<file path="config.mk">
export PLATFORM = sky130hd
export DESIGN_NAME = mbist_ctrl_flat
export DESIGN_NICKNAME = d
export VERILOG_FILES = /design/src/rtl/mbist_ctrl_if.sv /design/src/rtl/mbist_ctrl.sv /design/src/flat_wrapper.sv
export SDC_FILE = /design/constraint.sdc
export NUM_CORES = 1
export LEC_CHECK = 0
export ABC_AREA = 1
export CAP_MARGIN = 40
export CORE_ASPECT_RATIO = 0.5
export CORE_MARGIN = 3
export CORE_UTILIZATION = 40
export DETAILED_ROUTE_END_ITERATION = 8
export PLACE_DENSITY = 0.68
export SLEW_MARGIN = 25
export SYNTH_ARGS = -nofsm -noshare
export SYNTH_HDL_FRONTEND = slang
export SYNTH_SLANG_ARGS = --single-unit
</file>
<file path="constraint.sdc">
create_clock -name clk -period 2.25 [get_ports clk]
set_input_delay 0.3375 -clock clk [delete_from_list [all_inputs] [get_ports clk]]
set_output_delay 0.3375 -clock clk [all_outputs]
set_load 0.02 [all_outputs]
</file>
<file path="src/rtl/mbist_ctrl_if.sv">
// mbist_ctrl_if: bundles the March C- BIST controller's bus-side signals.
//   master : the BIST controller (drives the bist_* request stream, mode and results)
//   slave  : environment side (drives bist_start and the memory read data)
// Signals:
//   bist_start  run request level       mem_dout   memory read data (1-cycle latency)
//   mode        mux select, 1 = BIST    bist_cs    chip select
//   bist_we     1 = write, 0 = read     bist_addr  operation address
//   bist_pat    write / expected data   bist_done  test finished (level)
//   bist_fail   sticky mismatch flag    fail_addr  first failing address
//   fail_elem   first failing March element (0..5)
interface mbist_ctrl_if #(
  parameter int unsigned pADDR_WIDTH = 4,
  parameter int unsigned pDATA_WIDTH = 2
);
  logic                   bist_start;
  logic [pDATA_WIDTH-1:0] mem_dout;
  logic                   mode;
  logic                   bist_cs;
  logic                   bist_we;
  logic [pADDR_WIDTH-1:0] bist_addr;
  logic [pDATA_WIDTH-1:0] bist_pat;
  logic                   bist_done;
  logic                   bist_fail;
  logic [pADDR_WIDTH-1:0] fail_addr;
  logic [2:0]             fail_elem;

  modport master (
    input  bist_start, mem_dout,
    output mode, bist_cs, bist_we, bist_addr, bist_pat,
           bist_done, bist_fail, fail_addr, fail_elem
  );

  modport slave (
    output bist_start, mem_dout,
    input  mode, bist_cs, bist_we, bist_addr, bist_pat,
           bist_done, bist_fail, fail_addr, fail_elem
  );
endinterface

</file>
<file path="src/rtl/mbist_ctrl.sv">
// mbist_ctrl: March C- memory BIST controller.
// Sequences M0..M5 (w0; up r0,w1; up r1,w0; down r0,w1; down r1,w0; up r0) over
// all 2^pADDR_WIDTH words, one operation per clock, checks read data one cycle
// later and reports pass/fail with the first failing address and element.
// Ports:
//   clk    single clock
//   rst_n  synchronous active-low reset
//   bus    mbist_ctrl_if master modport (start/read data in; bist_* stream,
//          mode and results out)
// Configuration:
//   MBIST_STOP_ON_FAIL_EN  when defined, the first detected mismatch ends the run.
module mbist_ctrl #(
  parameter int unsigned pADDR_WIDTH = 4,
  parameter int unsigned pDATA_WIDTH = 2
) (
  input  logic         clk,
  input  logic         rst_n,
  mbist_ctrl_if.master bus
);

  localparam int unsigned AddrW = pADDR_WIDTH;
  localparam int unsigned DataW = pDATA_WIDTH;
  localparam int unsigned ElemW = 3;
  localparam logic [ElemW-1:0] LastElem = ElemW'(5);

  typedef enum logic [2:0] {
    S_IDLE,
    S_ARM,
    S_RUN,
    S_DRAIN,
    S_DONE
  } state_e;

  state_e             state_q, state_d;
  logic [ElemW-1:0]   elem_q, elem_d;
  logic               op_q, op_d;
  logic [AddrW-1:0]   addr_q, addr_d;
  logic               mode_q, mode_d;
  logic               cs_q, cs_d;
  logic               we_q, we_d;
  logic [DataW-1:0]   pat_q, pat_d;
  logic               done_q, done_d;
  logic               fail_q, fail_d;
  logic [AddrW-1:0]   fail_addr_q, fail_addr_d;
  logic [ElemW-1:0]   fail_elem_q, fail_elem_d;
  logic               cmp_vld_q, cmp_vld_d;
  logic [DataW-1:0]   exp_q, exp_d;
  logic [AddrW-1:0]   cmp_addr_q, cmp_addr_d;
  logic [ElemW-1:0]   cmp_elem_q, cmp_elem_d;

  logic               mismatch_c;
  logic [AddrW-1:0]   last_addr_c;

  // M3 and M4 walk the address space downwards.
  function automatic logic elem_desc(input logic [ElemW-1:0] e);
    return (e == ElemW'(3)) || (e == ElemW'(4));
  endfunction

  // M1..M4 issue a read followed by a write at each address.
  function automatic logic elem_two_op(input logic [ElemW-1:0] e);
    return (e >= ElemW'(1)) && (e <= ElemW'(4));
  endfunction

  function automatic logic op_is_write(input logic [ElemW-1:0] e, input logic o);
    if (e == ElemW'(0)) return 1'b1;
    if (e == LastElem)  return 1'b0;
    return o;
  endfunction

  // Data bit of the operation: write value, or expected value for a read.
  function automatic logic op_bit(input logic [ElemW-1:0] e, input logic o);
    if ((e == ElemW'(1)) || (e == ElemW'(3))) return o;
    if ((e == ElemW'(2)) || (e == ElemW'(4))) return ~o;
    return 1'b0;
  endfunction

  assign last_addr_c = elem_desc(elem_q) ? '0 : '1;

  // Read data belongs to the read registered one cycle earlier.
  assign mismatch_c = cmp_vld_q && ((state_q == S_RUN) || (state_q == S_DRAIN)) &&
                      (bus.mem_dout != exp_q);

  // Next-state, operation sequencing and result capture.
  always_comb begin
    state_d     = state_q;
    elem_d      = elem_q;
    op_d        = op_q;
    addr_d      = addr_q;
    mode_d      = mode_q;
    cs_d        = cs_q;
    we_d        = we_q;
    pat_d       = pat_q;
    done_d      = done_q;
    fail_d      = fail_q;
    fail_addr_d = fail_addr_q;
    fail_elem_d = fail_elem_q;
    cmp_vld_d   = cs_q & ~we_q;
    exp_d       = pat_q;
    cmp_addr_d  = addr_q;
    cmp_elem_d  = elem_q;

    unique case (state_q)
      S_IDLE: begin
        if (bus.bist_start) begin
          state_d     = S_ARM;
          mode_d      = 1'b1;
          fail_d      = 1'b0;
          fail_addr_d = '0;
          fail_elem_d = '0;
        end
      end
      S_ARM: begin
        state_d = S_RUN;
        cs_d    = 1'b1;
        elem_d  = '0;
        op_d    = 1'b0;
        addr_d  = '0;
      end
      S_RUN: begin
        if (elem_two_op(elem_q) && !op_q) begin
          op_d = 1'b1;
        end else if (addr_q == last_addr_c) begin
          if (elem_q == LastElem) begin
            state_d = S_DRAIN;
            cs_d    = 1'b0;
          end else begin
            elem_d = elem_q + ElemW'(1);
            op_d   = 1'b0;
            addr_d = elem_desc(elem_q + ElemW'(1)) ? '1 : '0;
          end
        end else begin
          op_d   = 1'b0;
          addr_d = elem_desc(elem_q) ? addr_q - AddrW'(1) : addr_q + AddrW'(1);
        end
      end
      S_DRAIN: begin
        state_d = S_DONE;
        mode_d  = 1'b0;
        done_d  = 1'b1;
      end
      S_DONE: begin
        if (!bus.bist_start) begin
          state_d = S_IDLE;
          done_d  = 1'b0;
        end
      end
      default: begin
        state_d = S_IDLE;
      end
    endcase

    if (mismatch_c) begin
      fail_d = 1'b1;
      if (!fail_q) begin
        fail_addr_d = cmp_addr_q;
        fail_elem_d = cmp_elem_q;
      end
`ifdef MBIST_STOP_ON_FAIL_EN
      // Abort: keep the operation registers frozen on the last issued op.
      state_d = S_DONE;
      mode_d  = 1'b0;
      cs_d    = 1'b0;
      done_d  = 1'b1;
      elem_d  = elem_q;
      op_d    = op_q;
      addr_d  = addr_q;
`endif
    end

    // we/pat only move with an issued operation so they hold while idle.
    if (cs_d) begin
      we_d  = op_is_write(elem_d, op_d);
      pat_d = {DataW{op_bit(elem_d, op_d)}};
    end
  end

  // State and output registers.
  always_ff @(posedge clk) begin
    if (!rst_n) begin
      state_q     <= S_IDLE;
      elem_q      <= '0;
      op_q        <= 1'b0;
      addr_q      <= '0;
      mode_q      <= 1'b0;
      cs_q        <= 1'b0;
      we_q        <= 1'b0;
      pat_q       <= '0;
      done_q      <= 1'b0;
      fail_q      <= 1'b0;
      fail_addr_q <= '0;
      fail_elem_q <= '0;
      cmp_vld_q   <= 1'b0;
      exp_q       <= '0;
      cmp_addr_q  <= '0;
      cmp_elem_q  <= '0;
    end else begin
      state_q     <= state_d;
      elem_q      <= elem_d;
      op_q        <= op_d;
      addr_q      <= addr_d;
      mode_q      <= mode_d;
      cs_q        <= cs_d;
      we_q        <= we_d;
      pat_q       <= pat_d;
      done_q      <= done_d;
      fail_q      <= fail_d;
      fail_addr_q <= fail_addr_d;
      fail_elem_q <= fail_elem_d;
      cmp_vld_q   <= cmp_vld_d;
      exp_q       <= exp_d;
      cmp_addr_q  <= cmp_addr_d;
      cmp_elem_q  <= cmp_elem_d;
    end
  end

  assign bus.mode      = mode_q;
  assign bus.bist_cs   = cs_q;
  assign bus.bist_we   = we_q;
  assign bus.bist_addr = addr_q;
  assign bus.bist_pat  = pat_q;
  assign bus.bist_done = done_q;
  assign bus.bist_fail = fail_q;
  assign bus.fail_addr = fail_addr_q;
  assign bus.fail_elem = fail_elem_q;

endmodule

</file>
<file path="src/flat_wrapper.sv">
// flat-port wrapper written by rule: the top's interface ports become plain ports
module mbist_ctrl_flat 
#(
  parameter int unsigned pADDR_WIDTH = 4,
  parameter int unsigned pDATA_WIDTH = 2
)
  (clk, rst_n, bus_bist_start, bus_mem_dout, bus_mode, bus_bist_cs, bus_bist_we, bus_bist_addr, bus_bist_pat, bus_bist_done, bus_bist_fail, bus_fail_addr, bus_fail_elem);
  mbist_ctrl_if #(.pADDR_WIDTH(pADDR_WIDTH), .pDATA_WIDTH(pDATA_WIDTH)) bus_i ();
  input  logic clk;
  input  logic rst_n;
  input wire logic [$bits(bus_i.bist_start)-1:0] bus_bist_start;
  input wire logic [$bits(bus_i.mem_dout)-1:0] bus_mem_dout;
  output wire logic [$bits(bus_i.mode)-1:0] bus_mode;
  output wire logic [$bits(bus_i.bist_cs)-1:0] bus_bist_cs;
  output wire logic [$bits(bus_i.bist_we)-1:0] bus_bist_we;
  output wire logic [$bits(bus_i.bist_addr)-1:0] bus_bist_addr;
  output wire logic [$bits(bus_i.bist_pat)-1:0] bus_bist_pat;
  output wire logic [$bits(bus_i.bist_done)-1:0] bus_bist_done;
  output wire logic [$bits(bus_i.bist_fail)-1:0] bus_bist_fail;
  output wire logic [$bits(bus_i.fail_addr)-1:0] bus_fail_addr;
  output wire logic [$bits(bus_i.fail_elem)-1:0] bus_fail_elem;
  assign bus_i.bist_start = bus_bist_start;
  assign bus_i.mem_dout = bus_mem_dout;
  assign bus_mode = bus_i.mode;
  assign bus_bist_cs = bus_i.bist_cs;
  assign bus_bist_we = bus_i.bist_we;
  assign bus_bist_addr = bus_i.bist_addr;
  assign bus_bist_pat = bus_i.bist_pat;
  assign bus_bist_done = bus_i.bist_done;
  assign bus_bist_fail = bus_i.bist_fail;
  assign bus_fail_addr = bus_i.fail_addr;
  assign bus_fail_elem = bus_i.fail_elem;
  mbist_ctrl #(.pADDR_WIDTH(pADDR_WIDTH), .pDATA_WIDTH(pDATA_WIDTH)) u_core (.clk(clk), .rst_n(rst_n), .bus(bus_i));
endmodule
</file>
==> impl_metrics.csv, run 1 <==
group,metric,value,unit
global_route,grt_overflow,0,
power_and_ir_drop,power_frac_seq,48.9,%
global_route,antenna_found_initial,0,
sta,setup_ws,-0.0846,ns
global_route,grtUsageTotal,16.0,%
cells_and_area,finalNetCount,273,
clock_network,cts_tree,"done",
cells_and_area,final_cells,313,
worst_setup_path,critPathMaxStageDelay,0.38,ns
worst_setup_path,crit_slowest_cell,"dfxtp_4",
floorplan,initial_core_util,44.7,%
cells_and_area,final_common_cell,"nand2_1",
detailed_routing,wl_per_cell,12.3,um
worst_setup_path,worstSetupStartpointType,"register",
synth,syn_nets,235,
power_and_ir_drop,p_sw,395,uW
worst_setup_path,crit_path_cell_trace,"inv_4, ha_4, inv_2, nand2_2, nand2_4, inv_6, ha_4, nand2_4, nor2_2, nand4_1, nand2_4, nand2_2, nand2_2, nand3_1, nand2_1, nand3_1, nand2_1, nand2_1, nor2_1, nor2_1",
status,violations,"setup timing",
min_path,min_path_type,"reg -> reg",
cells_and_area,drive_above_1_share,26.7,%
cells_and_area,n_antenna_cell,0,
global_route,grt_max_degree,15,
power_and_ir_drop,leakage,0.00103,uW
clock_network,root_buffer,"clkbuf_8",
place,place_congestion,0.918,
sta,setup_viol,2,
detailed_routing,routed_wl,3840,um
power_and_ir_drop,clock_power_share,33.9,%
clock_network,cts_max_level,2,
global_route,grt_pass1_wl,6380,um
floorplan,chipWidth,96.6,um
detailed_routing,dr_total_vias,1495,
floorplan,rows,15,
place,placedCellCount,301,
floorplan,ios,23,
flow_run,maxCapViolations,0,
clock_network,clk_latency,0.29,ns
sta,final_hold_viol_count,0,
worst_setup_path,crit_fanout,7,
sta,fmax,428,MHz
detailed_routing,drc_errors,0,
status,outcome,"finished, violations left",
clock_network,clkSinkCount,33,
synth,ys_types,35,
synth,syn-cell-area,1640,um^2
floorplan,coreArea,3680,um^2
place,pre_cts_ws,-0.0386,ns
synth,syn_area_per_cell,7.37,um^2
cells_and_area,post-route-util,60.8,%
synth,syn-instance-count,223,
cells_and_area,n_fill_cell,358,
clock_network,ctsHoldBuffers,0,
synth,synth-seq-cells,33,
power_and_ir_drop,sw_frac_of_total,30.4,%
worst_setup_path,worstSetupPathType,"reg -> reg",
place,dp_hpwl,2820,um
sta,drv_slew,0,
worst_setup_path,required,2.42,ns
detailed_routing,final_antenna_net_count,0,
cells_and_area,area_delta_synth_final,36.1,%
sta,period_minus_slack,2.33,ns
floorplan,die_y,51.3,um
power_and_ir_drop,p_int,903,uW
detailed_routing,via_per_inst,4.78,
clock_network,cts_buffers,5,
sta,clock-skew-final,0.0108,ns
power_and_ir_drop,ir_worst_vdd,0.207,mV
floorplan,die_area,4960,um^2
power_and_ir_drop,p_per_area,580,nW/um^2
global_route,grt_pass1_vias,1329,
clock_network,clockBufferDepth,2,
power_and_ir_drop,p_total,1300,uW
sta,finalCritPeriodShare,104,%
synth,synth.yosys.seq_area_share,40.2,%
power_and_ir_drop,p_comb_share,17.3,%
detailed_routing,firstDrtPassIters,4,
cells_and_area,final_cell_mix,"nand2_1, dfxtp_1, inv_1, clkdlybuf4s50_1, nor2_1",
sta,rsz0062_at_grt,"yes",
detailed_routing,drtIter0Drc,91,
synth,yosys_warnings,0,
sta,worstMarginPinSlew,0.397,ns
clock_network,clk_pin_slew_worst_paths,0.08,ns
worst_setup_path,worst_setup_path_end_kind,"register",
place,io_buffers,22,
worst_setup_path,arrival,2.51,ns
sta,max_slew_margin,73.5,%
## power by group through the flow
stage               combinational [uW]  clock (uW)  sequential, uW
finish                             224         439             634
CTS                                217         452             634
floorplan                          123           0             661
detailed placement                 215           0             646
global placement                   214           0             647
global route                       248         476             637
## cells in the mapped netlist (all sizes together)
cell / count / share of area [%]
o31ai: 1 / 0.46
xor2: 1 / 0.53
nor3b: 1 / 0.46
o41ai: 1 / 0.53
nor2: 24 / 6.2
nand4: 6 / 2.7
nand3: 11 / 4.0
or2: 2 / 0.76
clkinv: 1 / 0.23
nor3: 3 / 0.91
ha: 6 / 4.6
o21a: 1 / 0.46
dfxtp: 33 / 40
o32ai: 4 / 2.1
inv: 33 / 7.5
a31oi: 1 / 0.38
o311ai: 1 / 0.53
clkbuf: 3 / 0.69
o21ai: 14 / 5.0
a21oi: 12 / 3.9
fa: 1 / 1.2
buf: 3 / 1.4
nand2: 60 / 15
## kinds of logic (layout without fill, tap and decap cells)
kind of cell / after synthesis / after routing / synth area share (%)
AND/OR/NAND/NOR: 107 / 107 / 30.2
buffers and inverters: 40 / 79 / 9.90
AO/OA/AOI/OAI: 35 / 35 / 13.3
flip-flops: 33 / 33 / 40.2
adder cells (fa/ha/maj): 7 / 7 / 5.79
XOR/XNOR: 1 / 1 / 0.533
## worst max-delay path: cells and delay by family (launching register included)
family                     cells  cell delay (ns)
adders and majority gates      2             0.42
buffers and inverters          3             0.13
DFF                            1             0.38
and+or+nand+nor               15             1.27
## flip-flops by register name (all words and copies together), names as in the netlist
register / cells
u_core.cmp_vld_q: 1
u_core.cmp_elem_q: 3
u_core.bus.fail_addr: 4
u_core.state_q: 3
u_core.bus.mode: 1
u_core.cmp_addr_q: 4
u_core.bus.bist_done: 1
u_core.bus.bist_pat: 1
u_core.bus.bist_addr: 4
u_core.bus.bist_cs: 1
u_core.cmp_elem_d: 3
u_core.bus.bist_fail: 1
u_core.op_q: 1
u_core.bus.bist_we: 1
u_core.exp_q: 1
u_core.bus.fail_elem: 3
## stage by stage
stage	TNS [ns]	instance area, um^2	hold slack [ns]
final	-0.101	2240	0.457
after global routing	-0.539	2240	0.463
after CTS	-0.0238	2130	0.468
after detailed placement	-0.0501	2020	0.457
after global placement	0	2020	0.451
after floorplan	0	1690	0.441
## final timing paths
check	startpoint	to	slack, ns	depth (start not counted)
hold reg to reg	u_core.bus.bist_we$_SDFFE_PN0P_	u_core.cmp_vld_q$_SDFF_PN0_	0.46	1
hold / removal	u_core.bus.bist_we$_SDFFE_PN0P_	u_core.cmp_vld_q$_SDFF_PN0_	0.46	1
setup / recovery	u_core.cmp_elem_d[0]$_SDFF_PN0_	u_core.bus.bist_we$_SDFFE_PN0P_	-0.08	20
setup reg to reg	u_core.cmp_elem_d[0]$_SDFF_PN0_	u_core.bus.bist_we$_SDFFE_PN0P_	-0.08	20
## per-layer routing
layer	GRT usage, %	part of all wire [%]
met1	22.4	51
met2	23.7	42
met3	5.59	6.2
met4	3.50	0.39
met5	0	0
## timing repair
action	4_1_cts	5_1_grt
gates resized for setup	2	27
pin swaps	4	12
gates cloned	0	0
endpoints found under the setup margin	4	9
buffers inserted	2	2
## area by class of cell
cell class / instances / area (um^2) / area share [%]
Inverter: 34 / 135 / 6.04
Tap cell: 51 / 63.8 / 2.85
Clock inverter: 3 / 16.3 / 0.727
Sequential cell: 33 / 666 / 29.8
Timing Repair Buffer: 37 / 333 / 14.9
Multi-Input combinational cell: 150 / 953 / 42.6
Clock buffer: 5 / 68.8 / 3.08
Power figures use the tool's default switching activity.
==> run 2: changes to the inputs <==
--- a/config.mk
+++ b/config.mk
@@ -12,6 +12,7 @@
 export CORE_UTILIZATION = 40
 export DETAILED_ROUTE_END_ITERATION = 8
 export PLACE_DENSITY = 0.68
+export SETUP_SLACK_MARGIN = 0.05
 export SLEW_MARGIN = 25
 export SYNTH_ARGS = -nofsm -noshare
 export SYNTH_HDL_FRONTEND = slang
==> impl_metrics.csv, run 2 (synthesized netlist as in run 1, its figures left out) <==
group,metric,value,unit
status,outcome,"finished, violations left",
status,violations,"setup timing",
worst_setup_path,crit_slowest_cell,"dfxtp_4",
detailed_routing,wl_per_cell,12.1,um
sta,max_slew_margin,70.5,%
place,place_congestion,0.895,
cells_and_area,final_common_cell,"nand2_1",
power_and_ir_drop,leakage,0.00100,uW
floorplan,rows,15,
power_and_ir_drop,power_frac_seq,43.9,%
worst_setup_path,worstSetupStartpointType,"register",
detailed_routing,drtIter0Drc,124,
clock_network,clockBufferDepth,2,
cells_and_area,fin_area,2240,um^2
detailed_routing,final_antenna_net_count,0,
cells_and_area,regArea,667,um^2
global_route,grtUsageTotal,15.5,%
sta,drv_slew,0,
sta,setup_ws,-0.0310,ns
sta,final_hold_viol_count,0,
clock_network,cts_max_level,2,
power_and_ir_drop,sw_frac_of_total,27.3,%
power_and_ir_drop,ir_worst_vdd,0.252,mV
clock_network,cts_buffers,5,
clock_network,ctsHoldBuffers,0,
power_and_ir_drop,clock_power_share,39.9,%
clock_network,clkSinkCount,33,
floorplan,initial_core_util,44.7,%
detailed_routing,wirelength_met1,1960,um
global_route,grt_pass1_wl,6190,um
detailed_routing,met3_length,201,um
worst_setup_path,critPathMaxStageDelay,0.35,ns
worst_setup_path,arrival,2.50,ns
floorplan,coreArea,3680,um^2
worst_setup_path,crit_fanout,7,
clock_network,cts_tree,"done",
worst_setup_path,path_common_cell,"nor2_1",
floorplan,chipWidth,96.6,um
cells_and_area,area_delta_synth_final,36.3,%
global_route,grt_overflow,0,
detailed_routing,wl_met2,1570,um
clock_network,clk_pin_slew_worst_paths,0.07,ns
floorplan,ios,23,
min_path,min_path_type,"reg -> reg",
floorplan,die_y,51.3,um
flow_run,maxCapViolations,0,
power_and_ir_drop,p_per_area,647,nW/um^2
detailed_routing,top_layer,"met4",
clock_network,root_buffer,"clkbuf_8",
worst_setup_path,worstSetupPathType,"reg -> reg",
clock_network,clk_latency,0.28,ns
place,dp_hpwl,2750,um
global_route,grt_pass1_vias,1304,
sta,clock-skew-final,0.00695,ns
sta,period_minus_slack,2.28,ns
worst_setup_path,cp_num_buf_inv,2,
sta,setup_viol,2,
worst_setup_path,required,2.47,ns
worst_setup_path,critical-path-top-delay-family,"simple AND/OR/NAND/NOR gates",
detailed_routing,via_per_inst,4.92,
power_and_ir_drop,p_int,1050,uW
cells_and_area,drive_above_1_share,25.0,%
detailed_routing,dr_total_vias,1531,
detailed_routing,routed_wl,3770,um
power_and_ir_drop,p_total,1450,uW
sta,worstMarginPinSlew,0.441,ns
cells_and_area,final_cell_mix,"nand2_1, dfxtp_1, inv_1, clkdlybuf4s50_1, nor2_1",
power_and_ir_drop,p_comb_share,16.2,%
sta,fmax,438,MHz
cells_and_area,multi_input_area,943,um^2
worst_setup_path,crit_path_cell_trace,"ha_2, inv_2, nand2_4, nand2_4, inv_4, ha_4, nand2_2, nor2_1, nand4_1, nand2_4, nand3_4, nor2_1, nor2_2, nor2_2, nand3_1, nand2_1, nor2_1, nor2_1",
cells_and_area,finalNetCount,271,
cells_and_area,post-route-util,60.9,%
sta,rsz0062_at_grt,"yes",
worst_setup_path,worst_setup_path_end_kind,"register",
floorplan,die_area,4960,um^2
detailed_routing,drc_errors,0,
place,io_buffers,22,
sta,finalCritPeriodShare,101,%
cells_and_area,n_fill_cell,324,
global_route,grt_max_degree,15,
power_and_ir_drop,p_sw,394,uW
cells_and_area,n_antenna_cell,0,
detailed_routing,firstDrtPassIters,5,
place,dpl_cell_area,2010,um^2
global_route,antenna_found_initial,0,
run 2: changes by cell type in the layout (fill, tap and decap cells not counted), moves of 2 or more:
cell      change
nor2_2        -2
o32ai_1       -2
o32ai_2       +2
clkinv_2      -2
nor2_1        +3
buf_4         -2
run 2: power by group through the flow:
stage | Sequential (uW) | Clock [uW] | Combinational (uW)
3_3_place_gp | 647 | 0 | 209
2_1_floorplan | 661 | 0 | 123
4_1_cts | 634 | 585 | 216
6_report | 635 | 577 | 235
3_5_place_dp | 647 | 0 | 212
5_1_grt | 636 | 615 | 255
run 2: per-layer routing:
layer  GRT usage [%]  vias up
li1                -      787
met1            22.8      694
met2            21.8       46
met3            3.68        4
met4            5.36        0
met5               0        -
run 2: repair_timing:
item                       4_1_cts  5_1_grt
setup endpoints to repair        2       10
hold endpoints to repair         0        0
resized for setup                5       12
pin swaps                        5       10
buffers inserted                 2        3
run 2: worst paths after layout:
| kind | cells past startpoint | slack (ns) | startpoint | to |
|---|---|---|---|---|
| worst min register to register | 2 | 0.46 | u_core.bus.bist_cs$_SDFF_PN0_ | u_core.cmp_vld_q$_SDFF_PN0_ |
| worst max register to register | 18 | -0.03 | u_core.cmp_elem_d[0]$_SDFF_PN0_ | u_core.bus.bist_we$_SDFFE_PN0P_ |
| worst max-delay path | 18 | -0.03 | u_core.cmp_elem_d[0]$_SDFF_PN0_ | u_core.bus.bist_we$_SDFFE_PN0P_ |
| worst min-delay path | 2 | 0.46 | u_core.bus.bist_cs$_SDFF_PN0_ | u_core.cmp_vld_q$_SDFF_PN0_ |
run 2: layout make-up:
cell class | count | area share, %
Multi-Input combinational cell | 150 | 42.1
Sequential cell | 33 | 29.8
Timing Repair Buffer | 35 | 14.2
Inverter | 34 | 5.81
Clock buffer | 7 | 3.86
Tap cell | 51 | 2.85
Clock inverter | 1 | 1.34
run 2: through the flow:
step | hold WS, ns | std cells | TNS (ns) | setup slack (ns)
final | 0.460 | 311 | -0.0432 | -0.0310
after CTS | 0.454 | 308 | 0 | 0.0147
after floorplan | 0.448 | 223 | 0 | 0.0583
after detailed placement | 0.445 | 298 | 0 | 0.0150
after global placement | 0.446 | 298 | 0 | 0.0637
after global routing | 0.468 | 311 | -0.820 | -0.216
run 2: worst reg2reg max path: stages (launching register included):
cell     delay [ns]
dfxtp_4        0.35
ha_2           0.19
inv_2          0.07
nand2_4        0.06
nand2_4        0.08
inv_4          0.05
ha_4           0.27
nand2_2        0.06
nor2_1         0.08
nand4_1        0.13
nand2_4        0.17
nand3_4        0.08
nor2_1         0.14
nor2_2         0.06
nor2_2         0.12
nand3_1        0.08
nand2_1        0.09
nor2_1         0.05
nor2_1         0.08
